[config.mk]
export PLATFORM = sky130hd
export DESIGN_NAME = mx_alu_instr_decoder
export DESIGN_NICKNAME = d
export VERILOG_FILES = /design/src/rtl/mx_alu_instr_decoder.sv
export SDC_FILE = /design/constraint.sdc
export NUM_CORES = 1
export LEC_CHECK = 0
export ABC_AREA = 1
export BUFFER_PORTS_ARGS = -buffer_cell sky130_fd_sc_hd__buf_2
export CAP_MARGIN = 20
export CORE_ASPECT_RATIO = 0.7
export CORE_UTILIZATION = 30
export CTS_BUF_LIST = sky130_fd_sc_hd__clkbuf_4
export CTS_CLUSTER_SIZE = 25
export DETAILED_ROUTE_END_ITERATION = 10
export GPL_ROUTABILITY_DRIVEN = 0
export GPL_TIMING_DRIVEN = 0
export MAX_ROUTING_LAYER = met4
export SLEW_MARGIN = 40
export SYNTH_ARGS = -nofsm -noshare
export SYNTH_HDL_FRONTEND = slang
export SYNTH_SLANG_ARGS = --single-unit
[constraint.sdc]
create_clock -name clk -period 2.9 [get_ports clk]
set_input_delay 0.58 -clock clk [delete_from_list [all_inputs] [get_ports clk]]
set_output_delay 0.58 -clock clk [all_outputs]
set_load 0.05 [all_outputs]
[src/rtl/mx_alu_instr_decoder.sv]
// rtl/mx_alu_instr_decoder.sv - MX ALU instruction decoder and per-beat micro-op issuer
//
// Purpose: accepts 32-bit MX ALU instruction words, rejects illegal op/dtype
// encodings and expands each legal instruction into nblk * beats micro-ops.
// Ports:
//   clk, rst                        clock (rising edge), async active-high reset
//   instr_valid/instr_ready/instr_data  instruction input handshake
//   uop_valid/uop_ready             micro-op output handshake
//   uop_op, uop_dtype, uop_rd/rs1/rs2   decoded fields (rs2 = 0 for unary ops)
//   uop_block_idx, uop_beat_idx     position of the current micro-op
//   uop_first, uop_last             first / last micro-op of the instruction
//   err_illegal, err_code           illegal-drop pulse and sticky cause
//   busy                            issue in progress
module mx_alu_instr_decoder #(
  parameter int BLOCK_SIZE = 32,
  parameter int DATAPATH_W = 64,
  parameter int REG_AW     = 5
) (
  input  logic              clk,
  input  logic              rst,
  input  logic              instr_valid,
  output logic              instr_ready,
  input  logic [31:0]       instr_data,
  output logic              uop_valid,
  input  logic              uop_ready,
  output logic [3:0]        uop_op,
  output logic [2:0]        uop_dtype,
  output logic [REG_AW-1:0] uop_rd,
  output logic [REG_AW-1:0] uop_rs1,
  output logic [REG_AW-1:0] uop_rs2,
  output logic [9:0]        uop_block_idx,
  output logic [2:0]        uop_beat_idx,
  output logic              uop_first,
  output logic              uop_last,
  output logic              err_illegal,
  output logic [1:0]        err_code,
  output logic              busy
);

  // Beats per block for each element width, rounded up.
  localparam int BEATS_8 = (BLOCK_SIZE * 8 + DATAPATH_W - 1) / DATAPATH_W;
  localparam int BEATS_6 = (BLOCK_SIZE * 6 + DATAPATH_W - 1) / DATAPATH_W;
  localparam int BEATS_4 = (BLOCK_SIZE * 4 + DATAPATH_W - 1) / DATAPATH_W;
  localparam logic [2:0] BM1_8 = 3'(BEATS_8 - 1);
  localparam logic [2:0] BM1_6 = 3'(BEATS_6 - 1);
  localparam logic [2:0] BM1_4 = 3'(BEATS_4 - 1);

  typedef enum logic {IDLE = 1'b0, ISSUE = 1'b1} state_t;
  state_t state, state_nxt;

  logic [3:0] d_op;
  logic [2:0] d_dtype;
  logic       op_bad, dtype_bad, pair_bad, illegal;
  logic [1:0] d_code;
  logic [2:0] d_beats_m1;
  logic       accept, uop_hs, last_hit;
  logic [9:0] nblk_m1;
  logic [2:0] beats_m1;

  assign d_op    = instr_data[3:0];
  assign d_dtype = instr_data[6:4];

  always_comb begin
    op_bad    = d_op > 4'd10;
    dtype_bad = d_dtype > 3'd5;
    // EXP and DIV have no integer implementation.
    pair_bad  = (d_dtype == 3'd0) && ((d_op == 4'd3) || (d_op == 4'd9));
    illegal   = op_bad || dtype_bad || pair_bad;
    if (op_bad)         d_code = 2'd1;
    else if (dtype_bad) d_code = 2'd2;
    else                d_code = 2'd3;
    case (d_dtype)
      3'd0, 3'd1, 3'd2: d_beats_m1 = BM1_8;
      3'd3, 3'd4:       d_beats_m1 = BM1_6;
      default:          d_beats_m1 = BM1_4;
    endcase
  end

  assign accept   = instr_valid && instr_ready;
  assign uop_hs   = uop_valid && uop_ready;
  assign last_hit = (uop_block_idx == nblk_m1) && (uop_beat_idx == beats_m1);

  // State register
  always_ff @(posedge clk or posedge rst) begin
    if (rst) state <= IDLE;
    else     state <= state_nxt;
  end

  // Next-state logic
  always_comb begin
    state_nxt = state;
    case (state)
      IDLE:    if (accept && !illegal) state_nxt = ISSUE;
      ISSUE:   if (uop_hs && last_hit) state_nxt = IDLE;
      default: state_nxt = IDLE;
    endcase
  end

  // State-decoded outputs
  always_comb begin
    instr_ready = (state == IDLE);
    uop_valid   = (state == ISSUE);
    busy        = (state != IDLE);
  end

  // first/last are masked so they read 0 whenever no micro-op is presented.
  assign uop_first = uop_valid && (uop_block_idx == 10'd0) && (uop_beat_idx == 3'd0);
  assign uop_last  = uop_valid && last_hit;

  // Latched fields and block/beat counters
  always_ff @(posedge clk or posedge rst) begin
    if (rst) begin
      uop_op        <= '0;
      uop_dtype     <= '0;
      uop_rd        <= '0;
      uop_rs1       <= '0;
      uop_rs2       <= '0;
      uop_block_idx <= '0;
      uop_beat_idx  <= '0;
      nblk_m1       <= '0;
      beats_m1      <= '0;
      err_illegal   <= 1'b0;
      err_code      <= '0;
    end else begin
      err_illegal <= 1'b0;
      if (accept) begin
        if (illegal) begin
          err_illegal <= 1'b1;
          err_code    <= d_code;
        end else begin
          uop_op        <= d_op;
          uop_dtype     <= d_dtype;
          uop_rd        <= REG_AW'(instr_data[11:7]);
          uop_rs1       <= REG_AW'(instr_data[16:12]);
          // Only binary ops (6..10) read a second source.
          uop_rs2       <= (d_op >= 4'd6) ? REG_AW'(instr_data[21:17]) : '0;
          nblk_m1       <= instr_data[31:22];
          beats_m1      <= d_beats_m1;
          uop_block_idx <= '0;
          uop_beat_idx  <= '0;
        end
      end else if (uop_hs && !last_hit) begin
        if (uop_beat_idx == beats_m1) begin
          uop_beat_idx  <= '0;
          uop_block_idx <= uop_block_idx + 10'd1;
        end else begin
          uop_beat_idx <= uop_beat_idx + 3'd1;
        end
      end
    end
  end

endmodule

==> results.json <==
{
  "grt_setup_unrepaired": "false",
  "hold_path_class": "in -> async",
  "critPathCaptureType": "output pin",
  "vias_per_cell": 4.47,
  "drt-pass1-iter-count": 4,
  "path_cells": "inv_1 -> nand2_1 -> nand2_1 -> nor2_2 -> nand2_1 -> nor2_2 -> nand2_2 -> nor2_1 -> buf_2",
  "syn_to_final_growth_pct": 23.2,
  "synth-main-ff-cell": "dfrtp_1",
  "post-route-min-period_ns": 2.56,
  "hold_viol": 0,
  "synth_top_area_share_pct": 47.6,
  "cpMostUsedCell": "nand2_1",
  "root_buffer": "clkbuf_4",
  "synth.distinct_cells": 24,
  "cp_max_fo": 7,
  "drt_first_iter_violations": 184,
  "setup_violations": 0,
  "cts_tree": "yes",
  "drc": 0,
  "powerDensity_mw_per_mm2": 999,
  "clk_latency_ns": 0.38,
  "ys.warnings.count": 0,
  "grt_overflow": 0,
  "async_flop_share_pct": 100,
  "finalSetupTns_ns": 0,
  "finalPower_mw": 3.30,
  "synth_adder_area_share_pct": 1.87,
  "cp_slowest_stage_delay_ns": 0.57,
  "initial_core_util_pct": 31.4,
  "syn_area_per_cell_um2": 7.72,
  "cts.path.max_buffers": 2,
  "vdd_drop_max_mv": 0.288,
  "synth_common_cells": "nand2_1, dfrtp_1, inv_1",
  "ctsHoldBuffers": 0,
  "vias": 2478,
  "synth_edf_count": 0,
  "n_antenna_cell": 0,
  "ioPinCount": 79,
  "cts_buffers": 5,
  "yosys.area.top_type": "dfrtp_1",
  "cp_data_required_time_ns": 2.32,
  "grt_use_total_pct": 16.5,
  "drv_cap": 0,
  "totalWireLength_um": 6880,
  "finalClockSkew_ns": 0.0174,
  "synthTopCellsByArea": "dfrtp_1, nand2_1, inv_1",
  "post_cts_buffers": 0,
  "rows": 28,
  "numPortBuffers": 78,
  "synth_xor_area_share_pct": 0.327,
  "die_h_um": 81.1,
  "antenna_found_initial": 0,
  "die_area_mm2": 0.00932,
  "path_class": "reg -> out",
  "drtAntennaViolNets": 0,
  "nets": 473,
  "syn_area_mm2": 0.00268,
  "max-slew-margin-rel_pct": 55.6,
  "dp_hpwl_um": 5270,
  "r2r_cells": 12,
  "start_kind": "flip-flop",
  "status": "completed",
  "path_depth": 9,
  "drive_gt1_share_pct": 29.0,
  "fin_crit_sh_pct": 88.3,
  "synth_most_common_cell": "nand2_1",
  "die_x_um": 115,
  "power_leakage_nw": 1.82,
  "tightest_slew_ns": 0.659,
  "grt_pass1_vias": 2233,
  "whs_ns": 0.0746,
  "cp_num_buf_inv": 2,
  "grt_pass1_wl_um": 11300,
  "post_drt_wl_per_cell_um": 12.4,
  "finalMaxSlewViolations": 0,
  "numClockSinks": 51,
  "cts_max_level": 2,
  "core_mm2": 0.00855,
  "synth_top_family_by_area": "simple AND/OR/NAND/NOR gates",
  "postSynthCellCount": 347,
  "synthMuxAreaShare_pct": 0,
  "synthSimpleGateAreaFrac_pct": 34.7,
  "syn_nets": 387,
  "cts_resized": 0,
  "yosysSeqAreaShare_pct": 47.6,
  "clk_pin_slew_ns": 0.16,
  "critPathSlowestCell": "dfrtp_1",
  "ys_ff_latch": 51,
  "fmax_ghz": 0.391,
  "critPathArrivalTime_ns": 1.98,
  "synth-compound-area-share_pct": 7.14,
  "grt_max_degree": 41,
  "crit_family": "simple AND/OR/NAND/NOR gates"
}
## worst reg2reg max path: stages, from the launching register on
cell	delay [ns]
dfrtp_1	0.57
inv_1	0.15
nand2_1	0.09
nand2_1	0.06
nor2_2	0.11
nand2_1	0.07
nor2_2	0.09
nand2_2	0.10
nand2_4	0.11
nand2_4	0.07
buf_6	0.15
nand3_2	0.06
nand2_1	0.05
## flip-flops by register name, summed over array words and instances, names as in the netlist
name	cells
uop_block_idx	10
err_illegal	1
uop_op	4
busy	1
uop_rd	5
uop_rs1	5
uop_rs2	5
nblk_m1	10
err_code	2
beats_m1	2
uop_beat_idx	3
uop_dtype	3
## power breakdown
group / total [mW] / internal [mW] / switching (mW) / leakage [nW]
combinational: 1.79 / 0.464 / 1.32 / 1.15
sequential: 1.18 / 0.973 / 0.208 / 0.642
clock: 0.331 / 0.0936 / 0.238 / 0.0288
## area by class of cell
class,count,area [um^2]
clock inverter,3,20.0
buffer,11,83.8
sequential,51,1280
timing repair buffer,79,410
multi-input combinational,248,1180
fill,912,5250
tap,120,150
inverter,37,141
clock buffer,5,37.5
## cell usage in the layout (no fill, tap or decap), types with 2 or more instances in the layout
cell	n
nand2_2	2
nand4_1	5
o21ai_0	19
buf_2	82
o21ai_1	7
ha_1	4
nand3_1	12
inv_2	5
buf_4	4
nand2_4	3
clkbuf_4	5
nand3_2	11
nor3_1	5
nor2_2	5
a21oi_1	6
buf_6	3
dfrtp_1	51
nand2_1	140
nor2_1	24
inv_1	31
## metal layers
metal	track usage, %	up-vias	share of wire [%]	wire length, um
met2	23.4	63	44	3000
met4	4.16	0	0.67	46
met1	23.5	1152	49	3410
li1	-	1258	-	-
met3	3.88	5	6.2	428
met5	-	-	0	0
## cell families after synthesis
kind of cell | count (synthesis)
AND/OR/NAND/NOR | 208
adder cells (fa/ha/maj) | 4
flip-flops | 51
XOR/XNOR | 1
AO/OA/AOI/OAI | 35
buffers and inverters | 48
## worst paths after layout
check	end	slack [ns]	startpoint
setup / recovery	uop_last	0.34	uop_block_idx[4]
hold / removal	nblk_m1[1]	0.07	rst
setup reg to reg	uop_block_idx[7]	1.12	uop_block_idx[4]
hold reg to reg	uop_op[0]	0.49	uop_op[0]
max in group asynchronous	uop_rs1[4]	2.36	rst
min in group clk	uop_rd[2]	0.38	instr_data[9]
## per-stage QoR
stage / cell area (um^2) / util (%) / instances / worst slack [ns]
final: 3300 / 38.6 / 554 / 0.340
after global routing: 3300 / 38.6 / 554 / 0.217
after CTS: 3300 / 38.6 / 554 / 0.355
after detailed placement: 3240 / 37.9 / 546 / 0.818
after global placement: 3220 / 37.7 / 545 / 0.328
after floorplan: 2680 / - / 347 / 0.256
(Power assumes the default switching activity.)
